==> src/rtl/adder_pkg.sv <==
// Shared types and helpers for the bit-serial adder: FSM state encoding and
// the bit-counter width derived from the operand width.
package adder_pkg;

  typedef enum logic [1:0] {
    IDLE = 2'b00,
    RUN  = 2'b01,
    DONE = 2'b10
  } state_e;

  // Counter only needs to reach WIDTH-1; keep at least one bit for WIDTH=2.
  function automatic int cnt_width(input int w);
    return (w <= 2) ? 1 : $clog2(w);
  endfunction

endpackage

==> src/rtl/full_adder.sv <==
// The one full-adder cell that the serial adder reuses for every bit position.
module full_adder (
  input  logic a,
  input  logic b,
  input  logic cin,
  output logic s,
  output logic cout
);

  logic s0;
  logic c0;
  logic c1;

  half_adder u_ha0 (.a(a),  .b(b),   .s(s0), .c(c0));
  half_adder u_ha1 (.a(s0), .b(cin), .s(s),  .c(c1));

  assign cout = c0 | c1;

endmodule

==> src/rtl/half_adder.sv <==
// Single-bit half adder; two of these plus an OR make the shared full adder.
module half_adder (
  input  logic a,
  input  logic b,
  output logic s,
  output logic c
);

  assign s = a ^ b;
  assign c = a & b;

endmodule

==> src/rtl/serial_adder.sv <==
// Bit-serial WIDTH-bit adder: one full-adder cell, LSB first, one bit per clock.
// Handshakes: a transfer happens on a rising edge where valid and ready are both high.
module serial_adder
  import adder_pkg::*;
#(
  parameter int WIDTH = 8
) (
  input  logic             clk,
  input  logic             rst_n,
  input  logic             start_valid,
  output logic             start_ready,
  input  logic [WIDTH-1:0] a_in,
  input  logic [WIDTH-1:0] b_in,
  input  logic             cin,
  output logic             busy,
  output logic             done_valid,
  input  logic             done_ready,
  output logic [WIDTH-1:0] sum_out,
  output logic             cout_out,
  output logic [1:0]       dbg_state
);

  localparam int CW = cnt_width(WIDTH);
  localparam logic [CW-1:0] LAST_BIT = CW'(WIDTH - 1);

  state_e           state_q, state_d;
  logic [WIDTH-1:0] shift_a_q, shift_a_d;
  logic [WIDTH-1:0] shift_b_q, shift_b_d;
  logic [WIDTH-1:0] sum_sh_q, sum_sh_d;
  logic             carry_q, carry_d;
  logic [CW-1:0]    bit_cnt_q, bit_cnt_d;
  logic             start_ready_q;
  logic             busy_q;
  logic             done_valid_q;

  logic fa_s;
  logic fa_c;

  full_adder u_fa (
    .a   (shift_a_q[0]),
    .b   (shift_b_q[0]),
    .cin (carry_q),
    .s   (fa_s),
    .cout(fa_c)
  );

  always_comb begin
    state_d   = state_q;
    shift_a_d = shift_a_q;
    shift_b_d = shift_b_q;
    sum_sh_d  = sum_sh_q;
    carry_d   = carry_q;
    bit_cnt_d = bit_cnt_q;
    case (state_q)
      IDLE: begin
        if (start_valid) begin
          shift_a_d = a_in;
          shift_b_d = b_in;
          carry_d   = cin;
          bit_cnt_d = '0;
          sum_sh_d  = '0;
          state_d   = RUN;
        end
      end
      RUN: begin
        sum_sh_d  = {fa_s, sum_sh_q[WIDTH-1:1]};
        shift_a_d = shift_a_q >> 1;
        shift_b_d = shift_b_q >> 1;
        carry_d   = fa_c;
        bit_cnt_d = bit_cnt_q + CW'(1);
        if (bit_cnt_q == LAST_BIT) begin
          state_d = DONE;
        end
      end
      DONE: begin
        if (done_ready) begin
          state_d = IDLE;
        end
      end
      default: state_d = IDLE;
    endcase
  end

  // Status outputs are registered from the next state so they line up with state_q.
  always_ff @(posedge clk) begin
    if (!rst_n) begin
      state_q       <= IDLE;
      shift_a_q     <= '0;
      shift_b_q     <= '0;
      sum_sh_q      <= '0;
      carry_q       <= 1'b0;
      bit_cnt_q     <= '0;
      start_ready_q <= 1'b1;
      busy_q        <= 1'b0;
      done_valid_q  <= 1'b0;
    end else begin
      state_q       <= state_d;
      shift_a_q     <= shift_a_d;
      shift_b_q     <= shift_b_d;
      sum_sh_q      <= sum_sh_d;
      carry_q       <= carry_d;
      bit_cnt_q     <= bit_cnt_d;
      start_ready_q <= (state_d == IDLE);
      busy_q        <= (state_d == RUN) || (state_d == DONE);
      done_valid_q  <= (state_d == DONE);
    end
  end

  assign start_ready = start_ready_q;
  assign busy        = busy_q;
  assign done_valid  = done_valid_q;
  assign sum_out     = sum_sh_q;
  assign cout_out    = carry_q;
  assign dbg_state   = state_q;

endmodule

==> config.mk <==
export PLATFORM = sky130hd
export DESIGN_NAME = serial_adder
export DESIGN_NICKNAME = d
export VERILOG_FILES = /design/src/rtl/adder_pkg.sv /design/src/rtl/full_adder.sv /design/src/rtl/half_adder.sv /design/src/rtl/serial_adder.sv
export SDC_FILE = /design/constraint.sdc
export NUM_CORES = 1
export LEC_CHECK = 0
export CAP_MARGIN = 20
export CORE_ASPECT_RATIO = 0.75
export CORE_MARGIN = 3
export CORE_UTILIZATION = 48
export CTS_CLUSTER_DIAMETER = 80
export DETAILED_ROUTE_END_ITERATION = 10
export HOLD_SLACK_MARGIN = 0.06
export PLACE_DENSITY_LB_ADDON = 0.08
export SYNTH_ARGS = -nofsm -noshare
export SYNTH_HDL_FRONTEND = slang
export SYNTH_SLANG_ARGS = --single-unit
==> constraint.sdc <==
create_clock -name clk -period 1.92 [get_ports clk]
set_input_delay 0.384 -clock clk [delete_from_list [all_inputs] [get_ports clk]]
set_output_delay 0.384 -clock clk [all_outputs]
set_load 0.01 [all_outputs]
; Word level (Yosys, flattened, before mapping)
; Index checks and enable logic that the tools add are counted.
[op_classes]
n_addsub = 1
n_mul = 0
div_mod_pow = 0
n_lt_le_gt_ge = 0
n_eq_ne = 6
shifts = 0
n_mux = 14
bitwise = 5
n_reduce_logical = 5
[op_table]
columns = op, count
row1 = 8-bit case mux with 2 select lines, 3
row2 = 8-bit two-way mux, 3
row3 = 2-bit two-way mux, 3
row4 = 2-bit case mux with 3 select lines, 1
row5 = 3-bit case mux with 2 select lines, 1
row6 = 2-bit by 1-bit equality test with 1-bit output (second input constant), 2
row7 = 2-bit equality test (second input constant), 2
row8 = 2-bit logical NOT, 2
row9 = 3-bit by 1-bit adder with 3-bit output (second input constant), 1
row10 = 3-bit equality test (second input constant), 1
row11 = 3-bit two-way mux, 1
row12 = 1-bit AND, 2
row13 = 2-bit inequality test (second input constant), 1
row14 = 1-bit case mux with 2 select lines, 1
row15 = 2-bit AND reduction, 1
row16 = 2-bit nonzero test, 1
row17 = 1-bit bitwise XOR, 2
row18 = 1-bit logical OR, 1
row19 = 1-bit two-way mux, 1
row20 = 1-bit OR, 1
[totals]
ff_bits = 33
latch_bits = 0
ram_bits = 0
rom_bits = 0
in_bits = 21
out_inout_bits = 14
word_cells = 40
memories = 0

; Longest topological paths before layout
; Gate-level depths: netlist (run 1).
[depth]
word_depth = 5
depth_mapped = 7
depth_no_buf = 7

; Cells and area by module
; A second synthesis (run 1) with hierarchy kept.
[unflattened]
cells_unflattened = 146
area_unflattened_um2 = 1396.3
[by_module_without_submodules]
columns = mod, instances, cells_each, area_per_inst_um2
row1 = serial_adder, 1, 143, 1365.1
row2 = half_adder, 2, 1, 12.5
row3 = full_adder, 1, 1, 6.3

; Worst setup path after synthesis (run 1)
; Ideal clock, no wire load.
[synth_path]
path_type = register to register
start = reg bit_cnt_q[0]
end = reg busy_q, in the netlist busy
t_arrival_ns = 1.388
setup_slack_ns = 0.417
stages_incl_launch_ff = 7
synth_period_minus_slack_ns = 1.503
cell_sequence = dfxtp_1 -> ha_1 -> ha_1 -> nand2b_1 -> a21o_1 -> ha_1 -> and2_1
[synth_between]
elab_chain_cells = 5
[synth_lines]
columns = item, line
row1 = "start, declared", serial_adder.sv:31  ; logic [CW-1:0] bit_cnt_q, bit_cnt_d;
row2 = "start signal, assigned", serial_adder.sv:102  ; bit_cnt_q <= bit_cnt_d;
row3 = 3-bit equality test (*), serial_adder.sv:71  ; if (bit_cnt_q == LAST_BIT) begin
row4 = 2-bit two-way mux (*), serial_adder.sv:71
row5 = 2-bit case mux with 3 select lines (*), serial_adder.sv:54  ; case (state_q)
row6 = 2-bit by 1-bit equality test with 1-bit output or 2-bit equality test (tied branches), serial_adder.sv:104  ; busy_q <= (state_d == RUN) || (state_d == DONE);
row7 = 1-bit logical OR (*), serial_adder.sv:104
row8 = "end signal, assigned", serial_adder.sv:104
row9 = "end, declared", serial_adder.sv:33  ; logic busy_q;
; Mark *: on every way between the ends. The rest lies on a longest branch, timed or not.
; A chain may end at the register's enable or synchronous reset.

; Final worst setup path (run 1)
[layout_path]
start = reg state_q[0], in the netlist dbg_state[0]
end = out dbg_state[0]
[layout_lines]
columns = item, line
row1 = "start, declared", serial_adder.sv:26  ; state_e state_q, state_d;
row2 = "start signal, assigned", serial_adder.sv:97  ; state_q <= state_d;
row3 = "end, declared", serial_adder.sv:20  ; output logic [1:0] dbg_state
; No word-level cell between the ends.

==> results of run 1 <==
[kinds of logic (layout without fill, tap and decap cells)]
group                      after synthesis  count (layout)  synth area share (%)
and+or+nand+nor                         29              29                  9.79
DFF                                     33              33                  45.8
AOI/OAI and AO/OA                       46              46                  23.0
muxes                                   15              15                  10.4
buffers and inverters                   19              55                  6.24
adders and majority gates                5               5                  4.85
[registers in the layout, indices dropped and copies added (netlist names)]
signal and cells:
start_ready 1, bit_cnt_q 3, dbg_state 2, shift_a_q 8, done_valid 1, sum_out 8
cout_out 1, busy 1, shift_b_q 8
[layout make-up]
type                            count  area share [%]
Clock buffer                        8            4.24
Inverter                            7            1.39
Multi-Input combinational cell     95            36.7
Sequential cell                    33            34.9
Tap cell                           36            2.38
Timing Repair Buffer               40            20.4
[worst reg2reg max path, stage by stage, from the launching register on]
cell and delay [ns]:
dfxtp_1 0.33, ha_1 0.20, ha_1 0.20, nand2b_1 0.14, a21o_1 0.19, ha_1 0.28, and2_1 0.15
[per-layer routing]
layer  share of wire, %  vias to the layer above  wire (µm)
met4                1.5                        0         44
li1                   -                      601          -
met2                 46                       30       1310
met5                  0                        -          0
met3                4.9                        7        140
met1                 48                      512       1370
[power groups by stage]
| stage | registers (µW) | logic (µW) | clock network (µW) |
|---|---|---|---|
| final | 745 | 214 | 476 |
| after global routing | 748 | 239 | 520 |
| after CTS | 745 | 216 | 493 |
| after detailed placement | 760 | 215 | 0 |
| after global placement | 758 | 211 | 0 |
| after floorplan | 757 | 131 | 0 |
[cell usage after synthesis]
library cell,count
o21ai_0,5
buf_4,2
or3_4,1
and2_1,3
mux2i_1,15
buf_2,3
clkbuf_1,5
nand2b_1,5
inv_2,1
a21o_1,1
inv_1,6
o31ai_1,1
nand2_1,16
buf_1,1
nor2_1,2
o21ai_2,10
nor2_2,1
fa_1,1
buf_6,1
ha_1,4
dfxtp_1,33
or2_2,1
o211ai_1,16
o32ai_1,1
o22ai_1,12
[worst paths after layout]
path                                     end         start  slack, ns  cells after the start
worst max-delay path            dbg_state[0]  dbg_state[0]       0.19                      1
worst min-delay path            bit_cnt_q[2]  bit_cnt_q[2]       0.47                      2
worst max register to register          busy  bit_cnt_q[0]       0.32                      6
worst min register to register  bit_cnt_q[2]  bit_cnt_q[2]       0.47                      2
[stage by stage]
step	hold WS (ns)	total power [µW]	setup slack, ns	instances	util [%]
after floorplan	0.446	888	0.417	147	-
after global placement	0.458	969	0.189	211	66.0
after detailed placement	0.462	975	0.136	211	66.0
after CTS	0.475	1450	0.188	219	68.9
after global routing	0.492	1510	0.149	219	68.9
final	0.472	1430	0.189	219	68.9
==> metrics.md, run 1 <==
| Metric | Value |
|---|---|
| Layout cells sized above 1 | `approximately 14%` |
| Final nets | `approximately 210` |
| Initial Utilization | `between 50% and 60%` |
| Crit. End Element | `output pin` |
| Syn Area/Cell | `9.82 µm²` |
| FF/Latch Area | `661 µm²` |
| Clock sinks | `33` |
| CP max-delay cell | `clkdlybuf4s50_1` |
| DP HPWL | `slightly below 2 mm` |
| Pint | `between 1000 and 1500 µW` |
| Clock-pin slew on the worst setup and hold paths | `roughly 0.060 ns` |
| Post-CTS setup buffers | `0` |
| Cells after Synth | `147` |
| Most Crowded Layer GR | `met2` |
| Drt pass-1 iters | `4` |
| Post-CTS Hold Buffers | `0` |
| RSZ-0062 raised after global routing | `no` |
| Number of setup violations in the final report | `0` |
| GR Util met1 | `~22%` |
| Max VDD drop | `0.492 mV` |
| Die footprint | `approximately 3700 µm²` |
| WP data required | `about 1.5 ns` |
| DRT antenna net count | `0` |
| Filler cells | `213` |
| Largest net degree at the start of global routing | `37` |
| # port buffers | `34` |
| CTS tree | `done` |
| Ant. Diodes | `0` |
| # rows | `16` |
| Fin crit share | `90.2%` |
| GRT met3 Usage | `~5.3%` |
| Worst Skew | `about 0.003 ns` |
| Synthesized net count | `between 150 and 200` |
| WL/cell | `roughly 13 µm` |
| Die X | `around 69 µm` |
| WL final | `2.86 mm` |
| Max Cap Viol | `0` |
| Commonest non-fill, non-tap cell in the layout | `clkdlybuf4s50_1` |
| Seq cells post-synth | `33` |
| Post_cts resized | `0` |
| Number of global-route vias before repair | `1138` |
| Gr usage total | `roughly 17%` |
| Total CTS buffers | `5` |
| Synth area leaders | `dfxtp_1 46%, mux2i_1 10%, o211ai_1 8.3%, o21ai_2 6.1%, o22ai_1 5.2%` |
| First-pass GRT wire length | `approximately 5.0 mm` |
| P&R area growth vs syn | `30.9%` |
| P_sw | `approximately 340 µW` |
| Die Y | `between 50 and 60 µm` |
| Clock root buffer | `clkbuf_8` |
| Worst Max-Slew Pin Slew | `between 0.3 and 0.4 ns` |
| CP max stage delay | `approximately 0.6 ns` |
| Cell taking the most area after synthesis | `dfxtp_1` |
| Commonest cells after routing, fill and taps aside | `34 x clkdlybuf4s50_1, 33 x dfxtp_1, 16 x nand2_1, 16 x o211ai_1, 15 x mux2i_1` |
| Crit path max fanout | `8` |
| Synthesis Warnings | `0` |
| Clock Latency Late Sink | `approximately 0.27 ns` |
| CTS max path bufs | `2` |
| Share of the synthesized area in the top cell type | `a little under half` |
| Worst EP arrival | `1.35 ns` |
| Placed Area | `between 1500 and 2000 µm²` |
| Yosys cell types | `25` |
| Crit path time final | `1.73 ns` |
| Hold/Removal Path Class | `reg -> reg` |
| Kind of cell adding the most delay to the critical path | `buffers and inverters` |
| Initial antenna violation count | `0` |
| Sw Share | `a little under a quarter` |
| CP bufs+invs | `1` |
| Post-Syn Area | `about 1400 µm²` |
| Sequential share of the synthesized area | `45.8%` |
| Clk pwr share | `between 30% and 40%` |
| FMAX | `~0.58 GHz` |
| Io pins | `35` |
| Sequential Power Share | `between 50% and 60%` |
| Status | `completed` |
| Final global-route overflow total | `0` |
| DR vias/cell | `around 5.3` |
| Routability Congestion | `approximately 0.7` |
| Pins Over Slew Limit | `0` |
| Leak pwr | `0.000699 µW` |
| Max H-tree Level | `2` |
| Area of the multi-input gates | `between 600 and 700 µm²` |
| Slew HR | `between 70 and 80%` |
| Initial DRC Count | `just over 70` |
| Setup TNS | `0 ns` |
| Via count | `roughly 1200` |
| Hold Fails Final Rpt | `0` |
| Final instance area | `~1900 µm²` |
| Crit path cell chain | `clkdlybuf4s50_1` |
| Crit path launch type | `flop` |
| CP Class | `reg -> out` |
| Met2 global-route usage | `27.5%` |
| PwrDens | `roughly 760 nW/µm²` |
| Core area | `around 2700 µm²` |
| Comb power frac | `roughly 15%` |
| DRC Markers | `0` |
Note: power is estimated with default switching activity, not from simulation.
==> run 2, diff against run 1 <==
CORE_UTILIZATION = 43   (was 48)
clock period = 1.45 ns   (was 1.92 ns; I/O delays follow)
==> run 2 against run 1 <==
The run now ends with negative setup slack left. Via count grew 6.0%. Routed wire length grew 9.7%. Critical path depth grew 5. Total power grew 33%. First-iteration DRC count shrank 11%. Flip-flop and latch count is the same. Non-clock buffer count grew 7. Clock-buffer cell count shrank 3. Clock power grew 29%. Sequential share of layout area shrank 1.3 points. Setup slack lost 0.21 ns. Critical path type is now reg -> reg. Largest power group unchanged.
==> metrics.md, run 2 (same netlist as run 1, synthesis figures left out) <==
| Metric | Value |
|---|---|
| CP max-delay cell | `dfxtp_2` |
| # rows | `17` |
| Fin crit share | `101%` |
| Area of the multi-input gates | `between 700 and 800 µm²` |
| CTS tree | `done` |
| Final Total Pwr | `about 1900 µW` |
| Status | `finished with violations` |
| Max H-tree Level | `2` |
| DR vias/cell | `approximately 5.4` |
| Worst slack, placed | `-0.152 ns` |
| Setup TNS | `-0.0193 ns` |
| Clock Latency Late Sink | `0.28 ns` |
| Crit path cell chain | `ha_4 > ha_4 > nand2b_4 > a21o_1 > ha_1 > and2_1` |
| Die Y | `between 50 and 60 µm` |
| Gr usage total | `between 10% and 20%` |
| Worst EP arrival | `roughly 1.6 ns` |
| Post-CTS Hold Buffers | `0` |
| Io pins | `35` |
| Min Hold Slack | `about 0.48 ns` |
| CP Class | `reg -> reg` |
| Crit. End Element | `flop` |
| Drt pass-1 iters | `4` |
| Initial DRC Count | `63` |
| # port buffers | `34` |
| Initial antenna violation count | `0` |
| Clock root buffer | `clkbuf_8` |
| Max VDD drop | `0.535 mV` |
| Crit path launch type | `flop` |
| Layout cells sized above 1 | `approximately 22%` |
| RSZ-0062 raised after global routing | `yes` |
| FF/Latch Area | `about 670 µm²` |
| WL/cell | `between 10 and 15 µm` |
| Die X | `72.9 µm` |
| Kind of cell adding the most delay to the critical path | `adder cells` |
| Routability Congestion | `roughly 0.69` |
| Filler cells | `between 200 and 300` |
| CTS max path bufs | `2` |
| Largest net degree at the start of global routing | `37` |
| Worst Max-Slew Pin Slew | `0.338 ns` |
| FMAX | `0.681 GHz` |
| Initial Utilization | `a little under half` |
| Final core utilization | `about two thirds` |
| First-pass GRT wire length | `5.56 mm` |
| Worst Skew | `0.00466 ns` |
| Pins Over Slew Limit | `0` |
| Via count | `1219` |
| Ant. Diodes | `0` |
| Leak pwr | `0.000838 µW` |
| Crit path max fanout | `3` |
| Slew HR | `77.5%` |
| Crit path top cell by count | `ha_4` |
| DP HPWL | `roughly 2.3 mm` |
| Total CTS buffers | `5` |
| WL final | `about 3.1 mm` |
| CP bufs+invs | `0` |
| Number of global-route vias before repair | `~1200` |
| Crit path time final | `approximately 1.5 ns` |
| PwrDens | `961 nW/µm²` |
| Hold Fails Final Rpt | `0` |
| Setup ws final | `-0.0193 ns` |
| Commonest non-fill, non-tap cell in the layout | `dfxtp_1` |
| Final nets | `around 220` |
| Die footprint | `roughly 4100 µm²` |
| Clock-pin slew on the worst setup and hold paths | `approximately 0.06 ns` |
| P&R area growth vs syn | `37.6%` |
| Failing checks | `negative setup slack` |
| DRT antenna net count | `0` |
| Core area | `between 3000 and 4000 µm²` |
| Number of setup violations in the final report | `1` |
| Final global-route overflow total | `0` |
| Max Cap Viol | `0` |
| Hold/Removal Path Class | `reg -> reg` |
| Commonest cells after routing, fill and taps aside | `29 x dfxtp_1, 23 x clkdlybuf4s50_1, 16 x nand2_1, 16 x o211ai_1, 15 x mux2i_1` |
| CP max stage delay | `0.34 ns` |
| Clock sinks | `33` |
| WP data required | `between 1.5 and 2 ns` |
| DRC Markers | `0` |
==> run 2: where the power goes <==
group,internal [µW],switching (µW)
logic,162,144
registers,957,29.8
clock network,315,301
total,1430,474
==> run 2: worst paths after layout <==
kind                              startpoint           end  slack, ns  cells past startpoint
worst max-delay path            bit_cnt_q[0]          busy      -0.02                      6
worst min-delay path            shift_a_q[7]  shift_a_q[7]       0.48                      2
worst max register to register  bit_cnt_q[0]          busy      -0.02                      6
worst min register to register  shift_a_q[7]  shift_a_q[7]       0.48                      2
==> run 2: tightest hold or removal path, delay by kind of cell (launching register included) <==
family             cells  cell delay [ns]
AOI/OAI and AO/OA      1             0.06
and+or+nand+nor        1             0.05
DFF                    1             0.32
==> run 2: repair_timing <==
action,in CTS,in global routing
setup endpoints to repair,8,6
cloned,0,0
resized for setup,10,4
pin swaps,3,0
endpoints found under the hold margin,0,0
setup buffers,1,0
==> run 2: final cells by class <==
class / count / area share [%]
multi-input combinational: 95 / 36.8
inverter: 7 / 1.32
tap: 38 / 2.39
clock inverter: 1 / 0.252
sequential: 33 / 33.6
timing repair buffer: 47 / 22.1
clock buffer: 5 / 3.46
==> run 2: stage by stage <==
step	instance area, µm²	cells
after floorplan	1490	147
after global placement	1900	219
after detailed placement	1900	219
after CTS	1980	226
after global routing	1990	226
final	1990	226
==> run 2: metal layers <==
| layer | up-vias | track usage (%) | part of all wire (%) |
|---|---|---|---|
| li1 | 608 | - | - |
| met1 | 569 | 23.3 | 47 |
| met2 | 35 | 26.6 | 46 |
| met3 | 7 | 4.51 | 5.0 |
| met4 | 0 | 6.05 | 1.6 |
| met5 | - | 0 | 0 |
